===== src/rtl/ov7670_cap_pkg.sv =====
// ov7670_cap_pkg: shared FSM state encoding, RGB565 pixel layout and 12-bit saturating counter helper
package ov7670_cap_pkg;
  typedef enum logic [1:0] {S_IDLE, S_WAIT_VS, S_ACTIVE} cap_state_e;
  localparam int CNT_W = 12;
  localparam int R_W = 5;
  localparam int G_W = 6;
  localparam int B_W = 5;
  typedef logic [CNT_W-1:0] cnt_t;
  typedef struct packed {
    logic [R_W-1:0] r;
    logic [G_W-1:0] g;
    logic [B_W-1:0] b;
  } rgb565_t;
  function automatic cnt_t sat_inc(cnt_t v);
    return (&v) ? v : v + cnt_t'(1);
  endfunction
endpackage


===== src/rtl/ov7670_capture_writer_if.sv =====
// ov7670_capture_writer_if: frame-buffer write port (w_addr, d_in_a, w_en_a); master drives, slave is the buffer
interface ov7670_capture_writer_if #(parameter int ADDR_W = 16);
  logic [ADDR_W-1:0] w_addr;
  logic [15:0]       d_in_a;
  logic              w_en_a;
  modport master (output w_addr, d_in_a, w_en_a);
  modport slave  (input  w_addr, d_in_a, w_en_a);
endinterface


===== src/rtl/ov7670_capture_writer_cap_byte_pack.sv =====
// cap_byte_pack: pairs camera bytes into 16-bit pixels
//   clk, rst_n     write clock, async active-low reset
//   en_i           byte valid (capturing and HREF high); low forces phase back to the high byte
//   d_i            camera byte
//   pix_valid_o    high while the second byte of a pixel is on d_i
//   pix_o          {latched high byte, d_i}
module cap_byte_pack (
  input  logic        clk,
  input  logic        rst_n,
  input  logic        en_i,
  input  logic [7:0]  d_i,
  output logic        pix_valid_o,
  output logic [15:0] pix_o
);
  logic       phase_q;
  logic [7:0] hi_q;
  always_ff @(posedge clk or negedge rst_n)
    if (!rst_n) begin
      phase_q <= 1'b0;
      hi_q    <= '0;
    end else begin
      phase_q <= en_i & ~phase_q;
      if (en_i & ~phase_q) hi_q <= d_i;
    end
  assign pix_valid_o = en_i & phase_q;
  assign pix_o       = {hi_q, d_i};
endmodule


===== src/rtl/ov7670_capture_writer.sv =====
// ov7670_capture_writer: samples OV7670 VSYNC/HREF/D, packs RGB565, crops a window and writes the frame buffer
//   w_clk, rst_n   write clock, async active-low reset
//   cap_en         capture continuously while high; dropping it lets the current frame finish
//   cam_vsync/href/d  camera inputs, synchronous to w_clk
//   buf_if         buffer write port (master)
//   frame_done     one-cycle pulse at the end of each captured frame
//   busy           high while waiting for or capturing a frame
//   CAP_DECIM_EN   define for 2x decimation (even raw columns of even raw lines, window on raw>>1)
module ov7670_capture_writer
  import ov7670_cap_pkg::*;
#(
  parameter int IMG_W  = 256,
  parameter int IMG_H  = 256,
  parameter int X_OFF  = 0,
  parameter int Y_OFF  = 0,
  parameter int ADDR_W = 16
) (
  input  logic                     w_clk,
  input  logic                     rst_n,
  input  logic                     cap_en,
  input  logic                     cam_vsync,
  input  logic                     cam_href,
  input  logic [7:0]               cam_d,
  ov7670_capture_writer_if.master  buf_if,
  output logic                     frame_done,
  output logic                     busy
);
  localparam logic [ADDR_W:0] NPIX = (ADDR_W+1)'(IMG_W * IMG_H);
  cap_state_e        state_q, state_d;
  logic              vs_q, hr_q, vs_rise, vs_fall, hr_fall, active, start, done;
  logic              pix_v, keep, accept, we_q, fd_q;
  logic [15:0]       pix;
  cnt_t              cx_q, cy_q;
  int                ex, ey;
  logic [ADDR_W:0]   wp_q;
  logic [ADDR_W-1:0] addr_q;
  rgb565_t           data_q;
  assign vs_rise = cam_vsync & ~vs_q;
  assign vs_fall = ~cam_vsync & vs_q;
  assign hr_fall = ~cam_href & hr_q;
  assign active  = state_q == S_ACTIVE;
  cap_byte_pack u_pack (
    .clk        (w_clk),
    .rst_n      (rst_n),
    .en_i       (active & cam_href),
    .d_i        (cam_d),
    .pix_valid_o(pix_v),
    .pix_o      (pix)
  );
`ifdef CAP_DECIM_EN
  assign keep = ~cx_q[0] & ~cy_q[0];
  assign ex   = int'(cx_q[CNT_W-1:1]);
  assign ey   = int'(cy_q[CNT_W-1:1]);
`else
  assign keep = 1'b1;
  assign ex   = int'(cx_q);
  assign ey   = int'(cy_q);
`endif
  // once the pointer reaches IMG_W*IMG_H the rest of the frame is dropped, never wrapped
  assign accept = pix_v & keep & (ex >= X_OFF) & (ex < X_OFF + IMG_W)
                & (ey >= Y_OFF) & (ey < Y_OFF + IMG_H) & (wp_q < NPIX);
  always_comb begin
    state_d = state_q;
    unique case (state_q)
      S_IDLE:    state_d = cap_en ? S_WAIT_VS : S_IDLE;
      S_WAIT_VS: state_d = !cap_en ? S_IDLE : vs_fall ? S_ACTIVE : S_WAIT_VS;
      S_ACTIVE:  state_d = !vs_rise ? S_ACTIVE : cap_en ? S_WAIT_VS : S_IDLE;
      default:   state_d = S_IDLE;
    endcase
    start = (state_q == S_WAIT_VS) && (state_d == S_ACTIVE);
    done  = active && vs_rise;
  end
  always_ff @(posedge w_clk or negedge rst_n)
    if (!rst_n) begin
      state_q <= S_IDLE;
      vs_q    <= 1'b0;
      hr_q    <= 1'b0;
      fd_q    <= 1'b0;
      we_q    <= 1'b0;
      cx_q    <= '0;
      cy_q    <= '0;
      wp_q    <= '0;
      addr_q  <= '0;
      data_q  <= '0;
    end else begin
      state_q <= state_d;
      vs_q    <= cam_vsync;
      hr_q    <= cam_href;
      fd_q    <= done;
      we_q    <= accept;
      if (start) begin
        cx_q   <= '0;
        cy_q   <= '0;
        wp_q   <= '0;
        addr_q <= '0;
      end else begin
        if (active && hr_fall) begin
          cx_q <= '0;
          cy_q <= sat_inc(cy_q);
        end else if (pix_v) cx_q <= sat_inc(cx_q);
        if (accept) begin
          addr_q <= wp_q[ADDR_W-1:0];
          data_q <= pix;
          wp_q   <= wp_q + (ADDR_W+1)'(1);
        end
      end
    end
  assign buf_if.w_addr = addr_q;
  assign buf_if.d_in_a = data_q;
  assign buf_if.w_en_a = we_q;
  assign frame_done    = fd_q;
  assign busy          = state_q != S_IDLE;
endmodule


===== src/flat_wrapper.sv =====
// flat-port wrapper written by rule: the top's interface ports become plain ports
module ov7670_capture_writer_flat import ov7670_cap_pkg::*;
#(
  parameter int IMG_W  = 256,
  parameter int IMG_H  = 256,
  parameter int X_OFF  = 0,
  parameter int Y_OFF  = 0,
  parameter int ADDR_W = 16
)
  (w_clk, rst_n, cap_en, cam_vsync, cam_href, cam_d, frame_done, busy, buf_if_w_addr, buf_if_d_in_a, buf_if_w_en_a);
  ov7670_capture_writer_if #(.ADDR_W(ADDR_W)) buf_if_i ();
  input  logic w_clk;
  input  logic rst_n;
  input  logic cap_en;
  input  logic cam_vsync;
  input  logic cam_href;
  input  logic [7:0] cam_d;
  output logic frame_done;
  output logic busy;
  output wire logic [$bits(buf_if_i.w_addr)-1:0] buf_if_w_addr;
  output wire logic [$bits(buf_if_i.d_in_a)-1:0] buf_if_d_in_a;
  output wire logic [$bits(buf_if_i.w_en_a)-1:0] buf_if_w_en_a;
  assign buf_if_w_addr = buf_if_i.w_addr;
  assign buf_if_d_in_a = buf_if_i.d_in_a;
  assign buf_if_w_en_a = buf_if_i.w_en_a;
  ov7670_capture_writer #(.IMG_W(IMG_W), .IMG_H(IMG_H), .X_OFF(X_OFF), .Y_OFF(Y_OFF), .ADDR_W(ADDR_W)) u_core (.w_clk(w_clk), .rst_n(rst_n), .cap_en(cap_en), .cam_vsync(cam_vsync), .cam_href(cam_href), .cam_d(cam_d), .buf_if(buf_if_i), .frame_done(frame_done), .busy(busy));
endmodule

===== config.mk =====
export PLATFORM = sky130hd
export DESIGN_NAME = ov7670_capture_writer_flat
export DESIGN_NICKNAME = d
export VERILOG_FILES = /design/src/rtl/ov7670_cap_pkg.sv /design/src/rtl/ov7670_capture_writer_if.sv /design/src/rtl/ov7670_capture_writer_cap_byte_pack.sv /design/src/rtl/ov7670_capture_writer.sv /design/src/flat_wrapper.sv
export SDC_FILE = /design/constraint.sdc
export NUM_CORES = 1
export LEC_CHECK = 0
export CORE_ASPECT_RATIO = 0.6
export CORE_MARGIN = 1.5
export CORE_UTILIZATION = 35
export CTS_CLUSTER_DIAMETER = 60
export CTS_CLUSTER_SIZE = 16
export DETAILED_ROUTE_END_ITERATION = 10
export REMOVE_ABC_BUFFERS = 1
export SKIP_LAST_GASP = 1
export SLEW_MARGIN = 20
export SYNTH_ARGS = -nofsm -noshare
export SYNTH_HDL_FRONTEND = slang
export SYNTH_SLANG_ARGS = --single-unit

===== constraint.sdc =====
create_clock -name w_clk -period 6.7 [get_ports w_clk]
set_clock_uncertainty 0.1 [all_clocks]
set_input_delay 1.34 -clock w_clk [delete_from_list [all_inputs] [get_ports w_clk]]
set_output_delay 1.34 -clock w_clk [all_outputs]
set_load 0.01 [all_outputs]

==> summary.md <==
| Metric | Value |
|---|---|
| Status | finished, final reports clean |
| Synthesized area per cell | 9.67 um^2 |
| DP Worst Slack | 2.44 ns |
| Cts hold-fix bufs | 0 |
| Post-CTS Setup Bufs | 0 |
| Min Hold Slack | 0.371 ns |
| F_max | 0.257 GHz |
| Global-route wire length before repair | 14800 um |
| CTS tree | yes |
| Post-synthesis async set-or-reset flop share | 100% |
| WS Path Type | in -> reg |
| Die width | 141 um |
| Core region area | 0.0112 mm^2 |
| Synth Area in Adders | 0.938% |
| Rows | 30 |
| Multi-input logic area | 0.00169 mm^2 |
| CP max stage cell | inv_1 |
| Gpl congestion | 0.791 |
| Grt total ovfl | 0 |
| Syn Inst Count | 414 |
| Unrepaired setup endpoints after global routing | no |
| XOR/XNOR Fraction of Synth Area | 0.656% |
| Simple logic cell fraction of the synthesized area | 26.8% |
| Endpoints failing setup | 0 |
| Post-synthesis compound-gate area fraction | 9.53% |
| Area grow syn2layout | 22.7% |
| Clk buf depth | 2 |
| Vias in the first global route | 2815 |
| CP bufs+invs | 3 |
| Fill count | 1049 |
| CTS Sinks | 88 |
| Yosys warns | 0 |
| Vias/cell | 5.22 |
| Pwr/cell area | 232 mW/mm^2 |
| Seq/Total Area, Yosys | 55.0% |
| Crit-path most repeated cell | nand2_1 |
| N_diodes | 0 |
| Total CTS buffers | 9 |
| Root Buffer | clkbuf_16 |
| H-tree levels | 3 |
| LEAKAGE | 2.19 nW |
| Crit path capture type | flip-flop |
| Post-synthesis mux area share | 4.25% |
| Largest family of logic cells by synthesized area | simple AND/OR/NAND/NOR gates |
| Hold Violations, Final | 0 |
| Full die area | 0.0121 mm^2 |
| Total track usage | 15.8% |
| Final net count | 471 |
| Antenna violations before repair | 0 |
| Antenna Nets Post-Route | 0 |
| Req. time, crit path | 6.88 ns |
| Fraction of layout instances using a drive strength above 1 | 8.26% |
| Initial DRC count | 238 |
| Worst path arrival time | 4.06 ns |
| Final worst slack | 2.82 ns |
| CP startpoint kind | primary input |
| Ports | 48 |
| Largest delay contributor family on the critical path | buffers and inverters |
| WL/cell | 14.7 um |
| Clock transition at path regs | 0.07 ns |
| CP Max Fanout | 54 |
| Peak supply drop | 0.115 mV |
| Vias | 3153 |
| Ys flop type | dfrtp_1 |
| DP HPWL | 5740 um |
| Register area | 0.00220 mm^2 |
| Worst path max stage delay | 0.75 ns |
| Number of synthesized flops with an enable pin | 0 |
| Port Buffer Count | 47 |
| HP Class | reg -> reg |
| Crit share post-route | 58.0% |
| Initial DRT Pass Iterations | 4 |
| Min Clock Period, post-route | 3.88 ns |
| Max cap viols | 0 |
| Worst skew pair latency | 0.34 ns |
| Pins Over Slew Limit | 0 |
| TNS Setup | 0 ns |
| Routed wire length | 8860 um |
| Synthesized flop and latch total | 88 |
| Die height | 85.8 um |
| Starting Density | 35.7% |
| Post-Syn Area | 0.00400 mm^2 |
| Worst path cell trace | clkdlybuf4s50_1 -> nand4b_2 -> or4_1 -> buf_4 -> inv_1 -> nand2_1 -> nand2_1 |
| # DRC | 0 |
| Max_slew headroom | 31.6% |
| Largest net degree at the start of global routing | 59 |
| Post-cts resize count | 0 |
| Count of cell types in the netlist | 41 |
| Pin slew with the least headroom to its limit | 1.02 ns |
==> worst reg2reg max path: cells and delay by family, from the launching register on <==
family	cells	cell delay, ns
DFF	1	0.43
buffers and inverters	2	1.07
and+or+nand+nor	4	1.28
==> cell type report <==
type                            count  share of cell area, %
Inverter                            8                  0.611
Clock inverter                      7                   1.66
Sequential cell                    88                   44.8
Multi-Input combinational cell    297                   34.5
Tap cell                          144                   3.67
Timing Repair Buffer               51                   10.1
Clock buffer                        9                   4.59
==> synthesized netlist by cell type (4+ instances only) <==
master,n,area share (%)
inv_1,8,0.75
clkbuf_1,16,1.5
and3_1,5,0.78
o31ai_1,10,1.9
dfrtp_1,88,55
and4_1,4,0.88
mux2_2,8,2.3
a21oi_1,26,3.3
nand2b_1,5,0.78
nand4_1,13,2.0
or4_1,13,2.4
nor2_1,6,0.56
nand3_1,30,3.8
o21ai_0,19,2.4
nand2_1,96,9.0
mux2i_1,8,2.0
or3_1,10,1.6
nor3_1,8,1.0
==> kinds of logic after synthesis <==
group	after synthesis
and+or+nand+nor	209
DFF	88
AOI/OAI and AO/OA	66
buffers and inverters	29
muxes	16
xor gates and xnor gates	3
adders and majority gates	3
==> cells in the final DEF (no fill, tap or decap), types with 6 or more instances in the layout <==
| master | Yosys | final |
|---|---|---|
| clkdlybuf4s50_1 | 0 | 46 |
| nand4_1 | 13 | 13 |
| nand3_1 | 30 | 30 |
| o21ai_0 | 19 | 19 |
| mux2_2 | 8 | 8 |
| nor3_1 | 8 | 8 |
| clkbuf_16 | 0 | 9 |
| inv_1 | 8 | 8 |
| or4_1 | 13 | 13 |
| a21oi_1 | 26 | 26 |
| o31ai_1 | 10 | 10 |
| nor2_1 | 6 | 6 |
| dfrtp_1 | 88 | 88 |
| mux2i_1 | 8 | 8 |
| nand2_1 | 96 | 96 |
| or3_1 | 10 | 10 |
==> where the power goes <==
| part | leakage, nW | internal [mW] | total [mW] | switching, mW |
|---|---|---|---|---|
| Clock | 0.140 | 0.293 | 0.513 | 0.220 |
| Sequential | 1.21 | 0.553 | 0.568 | 0.0144 |
| Combinational | 0.837 | 0.0295 | 0.0573 | 0.0278 |
==> state kept, by name, indices dropped and copies added, names as in the netlist <==
name / count
u_core.buf_if.w_addr: 16
u_core.u_pack.hi_q: 8
u_core.wp_q: 17
u_core.buf_if.w_en_a: 1
u_core.buf_if.d_in_a: 16
u_core.vs_q: 1
u_core.u_pack.phase_q: 1
u_core.cx_q: 12
u_core.hr_q: 1
u_core.state_q: 2
u_core.cy_q: 12
u_core.frame_done: 1
==> per-stage QoR <==
step	cells	instance area (um^2)	power (mW)	utilization (%)
3_5_place_dp	588	4600	0.636	41.0
4_1_cts	604	4910	1.16	43.8
5_1_grt	604	4910	1.19	43.8
2_1_floorplan	393	3920	0.602	-
3_3_place_gp	588	4600	0.633	41.0
6_report	604	4910	1.14	43.8
==> layer usage <==
layer | vias to the layer above | global-route usage (%) | wire, um | share of wire (%)
met5 | - | 0 | 0 | 0
met2 | 69 | 19.3 | 3440 | 39
met1 | 1509 | 25.1 | 4930 | 56
li1 | 1571 | - | - | -
met3 | 4 | 5.36 | 439 | 5.0
met4 | 0 | 4.83 | 43 | 0.49
==> path summary, 6_finish.rpt <==
path / from / endpoint / slack [ns] / cells past startpoint
worst max-delay path: cam_href / u_core.buf_if.w_addr[14] / 2.82 / 7
worst min-delay path: u_core.u_pack.hi_q[7] / u_core.buf_if.d_in_a[15] / 0.37 / 2
worst max register to register: u_core.cy_q[8] / u_core.buf_if.w_addr[14] / 3.75 / 6
worst min register to register: u_core.u_pack.hi_q[7] / u_core.buf_if.d_in_a[15] / 0.37 / 2
max in group asynchronous: rst_n / u_core.cx_q[1] / 4.59 / 2
min in group asynchronous: rst_n / u_core.cy_q[8] / 0.82 / 1
(Power assumes the default switching activity.)
==> patch (same settings) <==
Make the reset (`rst_n`) synchronous in 2 clocked blocks. Comments in the files are not updated.
--- a/src/rtl/ov7670_capture_writer_cap_byte_pack.sv
+++ b/src/rtl/ov7670_capture_writer_cap_byte_pack.sv
@@ -16,3 +16,3 @@
   logic [7:0] hi_q;
-  always_ff @(posedge clk or negedge rst_n)
+  always_ff @(posedge clk)
     if (!rst_n) begin
--- a/src/rtl/ov7670_capture_writer.sv
+++ b/src/rtl/ov7670_capture_writer.sv
@@ -72,3 +72,3 @@
   end
-  always_ff @(posedge w_clk or negedge rst_n)
+  always_ff @(posedge w_clk)
     if (!rst_n) begin
Formal check against the unedited RTL: differs if rst_n is asserted again (counterexample within 4 cycles, from zero or initial values and one cycle with rst_n low); with rst_n held inactive, the same outputs for 10 cycles.
==> patch against the original RTL <==
- area after synthesis decreased by 7.8%
- worst setup slack better by 110 ps
- highest routed layer unchanged
- routed wire length decreased by 5.6%
- non-clock buffer count fell by 2
- cell area fell by 7.3%
- cell count increased by 1.5%
- synthesized cell count up 4.6%
- register-to-register slack improved by 130 ps
- via count increased by 1.0%
- largest cell class is now multi-input gates
- sequential cell count unchanged
Power is not compared: it rests on default switching activity, and its combinational part moved more than twofold at a synthesized area within 25%.
==> patch: results (changes against the original RTL) <==
transition time at the pin with the least slew margin 984 ps (-40.5 ps); signal arrival time at the worst endpoint 3940 ps (-120 ps); fraction of final layout cells sized beyond drive strength 1 5.44% (-2.8 points); minimum setup slack after placement 2560 ps (+115 ps); Routability Congestion 0.806 (+1.9%); leading post-synthesis cells by instance count sky130_fd_sc_hd__dfxtp_1 (88), sky130_fd_sc_hd__nand2_1 (80), sky130_fd_sc_hd__a21oi_1 (63); multi-input gate share of the layout cell area 39.2% (+4.7 points); multiplexer share of the synthesized area 2.17% (-2.1 points); share of the synthesized netlist area taken by xor and xnor gates 0.712% (+0.055 points); Synth area leaders sky130_fd_sc_hd__dfxtp_1 (48%), sky130_fd_sc_hd__a21oi_1 (8.5%), sky130_fd_sc_hd__nand2_1 (8.1%), sky130_fd_sc_hd__or4_1 (2.8%), sky130_fd_sc_hd__o31ai_1 (2.6%); pin count of the biggest net entering global routing 64 (+8.5%); compound-gate portion of the synthesized area 17.1% (+7.6 points); critical-path maximum fanout 63 (+17%); Clock buffer cells 11 (+2); Clock-cell share 6.57% (+0.32 points); number of non-clock buffers in the layout 49 (-3.9%); total routed wirelength 8360 um (-5.6%); fraction of standard cell area that is sequential 38.7% (-6.2 points); Layout fillers 950 (-9.4%); share of the yosys chip area belonging to registers 47.7% (-7.3 points); worst reg2reg endpoint u_core.wp_q[14]$_SDFFE_PP0P_; min Tclk post-route 3770 ps (-110 ps); Min-Delay Endpoint u_core.buf_if.w_addr[0]$_SDFFE_PP0P_; Non-clk invs 14 (+6); drt pass-1 iters 5 (+1); fin nets 489 (+3.8%); worst hold path startpoint u_core.buf_if.w_addr[0]$_SDFFE_PP0P_; Synth cell types 47 (+15%); standard cell area after detailed placement 4260 um2 (-7.6%); flop2flop setup slack 3880 ps (+130 ps); area growth from synthesis to layout 23.4%; Synth async-reset ratio 0% (-100 points); total vias in the final route 3,186 (+1.0%); final hold slack 354 ps (-17.2 ps); multi-input gates 311 (+4.7%); average via count per standard cell 5.20 (-0.44%); result of the run completed; total placed cells including tap cells 597 (+1.5%)
-- patch: worst max-delay path by stage --
stage               from                           end  depth (start not counted)
2_1_floorplan  cam_vsync   u_core.wp_q[4]$_SDFFE_PP0P_                          4
3_3_place_gp    cam_href  u_core.wp_q[14]$_SDFFE_PP0P_                          5
3_5_place_dp    cam_href  u_core.wp_q[12]$_SDFFE_PP0P_                          5
4_1_cts         cam_href  u_core.wp_q[13]$_SDFFE_PP0P_                          5
5_1_grt         cam_href  u_core.wp_q[14]$_SDFFE_PP0P_                          5
6_report        cam_href  u_core.wp_q[14]$_SDFFE_PP0P_                          5
-- patch: power breakdown --
group / internal, mW / switching [mW]
Combinational: 0.0107 / 0.0133
Sequential: 0.524 / 0.00143
Clock: 0.298 / 0.201
Total: 0.833 / 0.216
-- patch: layer usage --
layer / track usage [%] / vias up / share of wire, %
met4: 4.84 / 0 / 0.75
met1: 22.6 / 1479 / 53
met5: 0 / - / 0
met3: 5.07 / 6 / 4.6
li1: - / 1646 / -
met2: 23.1 / 55 / 42
